## src/rtl/hbus_pkg.sv

```systemverilog
// Shared definitions for the system-bus decoder: FSM encoding, fault codes
// and the address-window compare used by the decoder.
package hbus_pkg;

  localparam logic [1:0] ST_IDLE = 2'd0;
  localparam logic [1:0] ST_DATA = 2'd1;
  localparam logic [1:0] ST_ERR1 = 2'd2;
  localparam logic [1:0] ST_ERR2 = 2'd3;

  localparam logic [1:0] ERR_NONE     = 2'b00;
  localparam logic [1:0] ERR_UNMAPPED = 2'b01;
  localparam logic [1:0] ERR_TIMEOUT  = 2'b10;

  typedef struct packed {
    logic [1:0] code;
    logic [2:0] slave;
  } fault_t;

  // Addresses are zero-extended to 32 bits so one function serves every ADDR_W.
  function automatic logic region_match(input logic [31:0] addr,
                                        input logic [31:0] base,
                                        input logic [31:0] mask);
    return (addr & mask) == (base & mask);
  endfunction

endpackage

```

## src/rtl/hbus_wdt.sv

```systemverilog
// Data-phase watchdog: counts wait states of the selected slave and flags
// the cycle in which the TIMEOUT-th wait state is being spent.
module hbus_wdt
  import hbus_pkg::*;
#(
  parameter int TIMEOUT = 255
) (
  input  logic hclk,
  input  logic hreset_n,
  input  logic i_clr,
  input  logic i_en,
  output logic o_expired
);

  localparam int W = (TIMEOUT > 0) ? $clog2(TIMEOUT + 1) : 1;
  localparam logic [W-1:0] LIMIT = W'(TIMEOUT);
  localparam logic [W-1:0] LAST  = (TIMEOUT > 0) ? W'(TIMEOUT - 1) : '0;

  logic [W-1:0] r_wcnt;

  // Saturating: once at LIMIT the counter holds instead of wrapping.
  always_ff @(posedge hclk) begin
    if (!hreset_n) begin
      r_wcnt <= '0;
    end else if (i_clr) begin
      r_wcnt <= '0;
    end else if (i_en && (r_wcnt != LIMIT)) begin
      r_wcnt <= r_wcnt + 1'b1;
    end
  end

  assign o_expired = (TIMEOUT != 0) && i_en && (r_wcnt == LAST);

endmodule

```

## src/rtl/hbus_decoder.sv

```systemverilog
// Address decoder, response mux, default ERROR slave and hready watchdog
// for the shrunk-AHB system bus.
//   state | meaning
//   IDLE  | no data phase pending, bus ready
//   DATA  | data phase owned by slave r_dsel
//   ERR1  | first ERROR cycle (hready low), fault logged on entry
//   ERR2  | second ERROR cycle (hready high), may accept next address
module hbus_decoder
  import hbus_pkg::*;
#(
  parameter int ADDR_W = 32,
  parameter int DATA_W = 8,
  parameter int NSLV = 4,
  parameter logic [NSLV*ADDR_W-1:0] SLV_BASE = '0,
  parameter logic [NSLV*ADDR_W-1:0] SLV_MASK = '0,
  parameter int TIMEOUT = 255
) (
  input  logic                   hclk,
  input  logic                   hreset_n,
  input  logic [ADDR_W-1:0]      m_haddr,
  input  logic                   m_htrans,
  input  logic                   m_hwrite,
  output logic [DATA_W-1:0]      m_hrdata,
  output logic                   m_hready,
  output logic                   m_hresp,
  output logic [NSLV-1:0]        s_hsel,
  output logic                   s_hready_bus,
  input  logic [NSLV*DATA_W-1:0] s_hrdata,
  input  logic [NSLV-1:0]        s_hready,
  input  logic [NSLV-1:0]        s_hresp,
  output logic                   err_valid,
  output logic [1:0]             err_code,
  output logic [2:0]             err_slave,
  output logic [ADDR_W-1:0]      err_addr,
  input  logic                   err_clr
);

  logic [1:0]        r_state;
  logic [2:0]        r_dsel;
  logic [ADDR_W-1:0] r_daddr;
  logic              r_err_valid;
  fault_t            r_fault;
  logic [ADDR_W-1:0] r_err_addr;

  logic              w_hit;
  logic [2:0]        w_hit_idx;
  logic [DATA_W-1:0] w_slv_rdata;
  logic              w_slv_ready;
  logic              w_slv_resp;
  logic              w_accept;
  logic              w_expired;
  logic [1:0]        w_state_nxt;
  logic              w_unused;

  // Scan upward so the lowest matching index claims overlapping windows.
  always_comb begin
    w_hit     = 1'b0;
    w_hit_idx = '0;
    s_hsel    = '0;
    for (int i = 0; i < NSLV; i++) begin
      if (!w_hit && region_match(32'(m_haddr), 32'(SLV_BASE[i*ADDR_W +: ADDR_W]),
                                 32'(SLV_MASK[i*ADDR_W +: ADDR_W]))) begin
        w_hit     = 1'b1;
        w_hit_idx = 3'(i);
        s_hsel[i] = m_htrans;
      end
    end
  end

  always_comb begin
    w_slv_rdata = '0;
    w_slv_ready = 1'b0;
    w_slv_resp  = 1'b0;
    for (int i = 0; i < NSLV; i++) begin
      if (r_dsel == 3'(i)) begin
        w_slv_rdata = s_hrdata[i*DATA_W +: DATA_W];
        w_slv_ready = s_hready[i];
        w_slv_resp  = s_hresp[i];
      end
    end
  end

  always_comb begin
    m_hready = 1'b1;
    m_hresp  = 1'b0;
    m_hrdata = '0;
    case (r_state)
      ST_DATA: begin
        m_hready = w_slv_ready;
        m_hresp  = w_slv_resp;
        m_hrdata = w_slv_rdata;
      end
      ST_ERR1: begin
        m_hready = 1'b0;
        m_hresp  = 1'b1;
      end
      ST_ERR2: m_hresp = 1'b1;
      default: ;
    endcase
  end

  assign s_hready_bus = m_hready;
  assign w_accept     = m_htrans & m_hready;
  assign w_unused     = m_hwrite;

  hbus_wdt #(.TIMEOUT(TIMEOUT)) u_wdt (
    .hclk      (hclk),
    .hreset_n  (hreset_n),
    .i_clr     (w_accept & w_hit),
    .i_en      ((r_state == ST_DATA) & ~w_slv_ready),
    .o_expired (w_expired)
  );

  always_comb begin
    w_state_nxt = r_state;
    if (r_state == ST_ERR1) begin
      w_state_nxt = ST_ERR2;
    end else if (m_hready) begin
      w_state_nxt = w_accept ? (w_hit ? ST_DATA : ST_ERR1) : ST_IDLE;
    end else if (w_expired) begin
      w_state_nxt = ST_ERR1;
    end
  end

  always_ff @(posedge hclk) begin
    if (!hreset_n) begin
      r_state     <= ST_IDLE;
      r_dsel      <= '0;
      r_daddr     <= '0;
      r_err_valid <= 1'b0;
      r_fault     <= '{code: ERR_NONE, slave: 3'd0};
      r_err_addr  <= '0;
    end else begin
      r_state <= w_state_nxt;
      if (w_accept) begin
        r_dsel  <= w_hit_idx;
        r_daddr <= m_haddr;
      end
      // A fault arriving with err_clr still wins.
      if (w_accept && !w_hit) begin
        r_err_valid <= 1'b1;
        r_fault     <= '{code: ERR_UNMAPPED, slave: 3'd0};
        r_err_addr  <= m_haddr;
      end else if (w_expired) begin
        r_err_valid <= 1'b1;
        r_fault     <= '{code: ERR_TIMEOUT, slave: r_dsel};
        r_err_addr  <= r_daddr;
      end else if (err_clr) begin
        r_err_valid <= 1'b0;
      end
    end
  end

  assign err_valid = r_err_valid;
  assign err_code  = r_fault.code;
  assign err_slave = r_fault.slave;
  assign err_addr  = r_err_addr;

endmodule

```

## config.mk

```make
export PLATFORM = sky130hd
export DESIGN_NAME = hbus_decoder
export DESIGN_NICKNAME = d
export VERILOG_FILES = /design/src/rtl/hbus_pkg.sv /design/src/rtl/hbus_wdt.sv /design/src/rtl/hbus_decoder.sv
export SDC_FILE = /design/constraint.sdc
export NUM_CORES = 1
export LEC_CHECK = 0
export BUFFER_PORTS_ARGS = -buffer_cell sky130_fd_sc_hd__buf_2
export CAP_MARGIN = 20
export CORE_UTILIZATION = 49
export DETAILED_ROUTE_END_ITERATION = 7
export GPL_ROUTABILITY_DRIVEN = 1
export GPL_TIMING_DRIVEN = 0
export MAX_ROUTING_LAYER = met4
export PLACE_DENSITY = 0.84
export SLEW_MARGIN = 20
export SYNTH_ARGS = -nofsm -noshare
export SYNTH_HDL_FRONTEND = slang
export SYNTH_SLANG_ARGS = --single-unit
```

## constraint.sdc

```tcl
create_clock -name hclk -period 1.9 [get_ports hclk]
set_input_delay 0.285 -clock hclk [delete_from_list [all_inputs] [get_ports hclk]]
set_output_delay 0.285 -clock hclk [all_outputs]
set_load 0.02 [all_outputs]
```

==> results.py <==
metrics = {
    "status": {
        "outcome": "complete, no violations",
    },
    "layout": {
        "fin_area_um2": 4330,
        "diodes": 0,
        "fillCellCount": 600,
        "drive_above_1_share_pct": 28.3,
        "syn_to_final_growth_pct": 23.4,
        "fin_nets": 584,
        "multi_input_area_um2": 1710,
        "regArea_um2": 1530,
    },
    "clocking": {
        "cts_buffer_depth": 2,
        "clk_latency_ns": 0.36,
        "cts_made_buffers": 9,
        "cts-root-buf": "clkbuf_8",
        "path_clk_slew_ns": 0.08,
        "cts_tree": "built",
        "numClockSinks": 76,
        "htreeDepth": 3,
    },
    "die": {
        "core_area_um2": 6870,
        "dieArea_um2": 7500,
        "die_w_um": 86.6,
        "ios": 130,
        "start_util_pct": 51.0,
        "row_count": 30,
        "die_h_um": 86.6,
    },
    "setup_path": {
        "ff2ff_setup_slack_ns": 0.12,
        "cp_max_fo": 10,
        "r2r_start": "u_wdt.r_wcnt[5]$_SDFFE_PP0P_",
        "cpPeakStageDelay_ns": 0.44,
        "slowest_stage": "dfxtp_2",
        "worstPathArrival_ns": 1.53,
        "rr_endpoint": "err_addr[4]$_SDFFE_PN0P_",
        "crit_chain": "nor2b_1, buf_2, nor2_2, buf_4, buf_2",
        "reg2regPathDepth": 4,
        "critical-path-top-delay-family": "buffers and inverters",
        "crit_path_frequent_cell": "buf_2",
        "start_kind": "flip-flop",
        "crit_type": "reg2out",
        "cp_num_buf_inv": 3,
        "endpoint_kind": "primary output",
        "crit_required_ns": 1.62,
    },
    "min_path": {
        "hold_end": "r_daddr[16]$_SDFFE_PN0P_",
        "hold_depth": 3,
        "min-delay-start": "m_haddr[16]",
        "hp-class": "in2reg",
    },
    "sta": {
        "period_share_pct": 95.7,
        "slew_viol_final": 0,
        "setup_tns_ns": 0,
        "slew_headroom_pct": 55.3,
        "fmax_mhz": 550,
        "finalSetupViolations": 0,
        "rsz0062_at_grt": "no",
        "whs_ns": 0.170,
        "period_minus_slack_ns": 1.82,
        "fin_ws_ns": 0.0815,
        "tightest_slew_ns": 0.667,
        "finalHoldViolCount": 0,
        "clock_skew_ns": 0.00771,
    },
    "job": {
        "drv_cap": 0,
    },
    "logic_synthesis": {
        "synth_area_um2": 3510,
        "yosys_warnings": 0,
        "yosysTopAreaCell": "dfxtp_1",
        "yosysTopAreaCellShare_pct": 43.4,
        "syn_inst": 397,
        "avgSynthCellArea_um2": 8.83,
        "synthTopCellsByArea": "dfxtp_1, o31ai_1, nand4_1, a21oi_1, clkbuf_1",
        "ys_types": 41,
        "ys_ff_latch": 76,
        "ys_seq_area_share_pct": 43.4,
    },
    "routing": {
        "wl_um": 9640,
        "drt-initial-drc-count": 253,
        "num_vias": 3599,
        "firstDrtPassIters": 5,
        "ant_nets": 0,
        "post_drt_wl_per_cell_um": 15.9,
        "via_per_inst": 5.95,
        "drc": 0,
    },
    "global_routing": {
        "grt_pass1_vias": 3307,
        "grt_max_degree": 13,
        "grt-ovfl-total": 0,
        "grt_use_met1_pct": 35.0,
        "grt_pass1_wl_um": 15500,
        "met2_usage_pct": 43.1,
        "grt_use_total_pct": 27.2,
        "grt_antenna_before_repair": 0,
        "grt_use_met3_pct": 6.57,
        "busiest_layer": "met2",
    },
    "placement": {
        "dpl-instance-area_um2": 4100,
        "io_buffers": 90,
        "dp_hpwl_um": 6740,
        "gp_congestion": 0.878,
        "pre_cts_slack_ns": 0.113,
    },
    "power_and_ir_drop": {
        "power_switching_share_pct": 24.5,
        "power_mw": 3.20,
        "p_int_mw": 2.42,
        "pwr-share-seq_pct": 52.0,
        "leakagePower_nw": 1.78,
        "comb_power_share_pct": 8.9,
        "p_per_area_nw_per_um2": 740,
        "peakVddDrop_v": 0.000596,
        "p_switching_mw": 0.784,
        "power_frac_clock_pct": 39.1,
    },
}
cell families after synthesis:
| group | after synthesis | synth area share (%) |
|---|---|---|
| and+or+nand+nor | 101 | 18.6 |
| other | 1 | 0.107 |
| adders and majority gates | 2 | 0.714 |
| AOI/OAI and AO/OA | 151 | 28.1 |
| DFF | 76 | 43.4 |
| muxes | 1 | 0.286 |
| buffers and inverters | 65 | 8.81 |
cells in the mapped netlist (all sizes together):
cell type and instances:
clkbuf 31, and4 3, o21a 3, nand4b 1, nand3 1, and3 2, nand4 65, a211oi 6
a21o 1, ha 2, or3b 1, clkinv 1, and2 12, o311ai 2, dfxtp 76, conb 1
buf 29, a31o 1, inv 4, and4bb 1, nand2 3, nor2 2, nand4bb 1, a311oi 2
a41oi 1, o31ai 65, mux2i 1, a21oi 67, a21boi 1, nor2b 3, a31oi 2, nor4bb 1
nand2b 1, nor3b 2, nor3 2
state kept, by name, summed over array words and instances (netlist names):
name          cells
err_addr         32
r_state           2
err_valid         1
u_wdt.r_wcnt      8
err_code          1
r_daddr          32
worst max-delay path by stage:
stage                                  from                  endpoint  slack, ns  cells past startpoint
2_1_floorplan       r_state[0]$_SDFFE_PN0P_              s_hready_bus       0.35                      4
3_3_place_gp   u_wdt.r_wcnt[0]$_SDFFE_PP0P_  err_addr[9]$_SDFFE_PN0P_       0.22                      7
3_5_place_dp   u_wdt.r_wcnt[0]$_SDFFE_PP0P_  err_addr[8]$_SDFFE_PN0P_       0.11                      7
4_1_cts             r_state[0]$_SDFFE_PN0P_              s_hready_bus       0.03                      5
5_1_grt             r_state[1]$_SDFFE_PN0P_              s_hready_bus       0.02                      5
6_report            r_state[1]$_SDFFE_PN0P_              s_hready_bus       0.08                      5
routing by layer:
metal | share of wire, % | wire [µm]
met1 | 44 | 4260
met2 | 47 | 4520
met3 | 7.3 | 705
met4 | 1.6 | 152
met5 | 0 | 0
layout by cell type, fill, tap and decap left out, types with 3 or more instances in the layout:
cell	n
buf_2	105
dfxtp_1	74
a21oi_1	67
nand4_1	65
o31ai_1	64
clkbuf_1	27
and2_1	12
buf_4	11
clkbuf_8	11
conb_1	7
inv_1	4
clkbuf_2	4
a211oi_1	4
nor2b_1	3
and4_1	3
nand2_1	3
o21a_1	3
power groups by stage:
stage               sequential (mW)  clock (mW)  combinational (mW)
floorplan                      1.69           0               0.181
global placement               1.70           0               0.269
detailed placement             1.70           0               0.276
CTS                            1.66        1.26               0.280
global route                   1.67        1.33               0.310
finish                         1.66        1.25               0.285
repair_timing:
item / CTS / global route
hold buffers: 0 / 0
gates resized for setup: 3 / 10
pin swaps: 0 / 0
endpoints found under the setup margin: 2 / 27
setup buffers: 1 / 0
worst min-delay path, cell delays in order:
cell     delay, ns
buf_2         0.09
nand4_1       0.05
a21oi_1       0.05
layout make-up:
type / count / area share [%]
multi-input cells: 262 / 39.4
flip-flops and latches: 76 / 35.3
repair buffers: 91 / 10.6
plain buffers: 60 / 6.88
clock buffers: 11 / 3.50
well taps: 96 / 2.78
clock inverters: 4 / 1.13
inverters: 5 / 0.434
metrics by stage:
stage          util (%)  std cells
2_1_floorplan         -        403
3_3_place_gp       59.7        589
5_1_grt            63.0        605
4_1_cts            62.8        605
3_5_place_dp       59.7        589
6_report           63.0        605
Power figures use the tool's default switching activity.
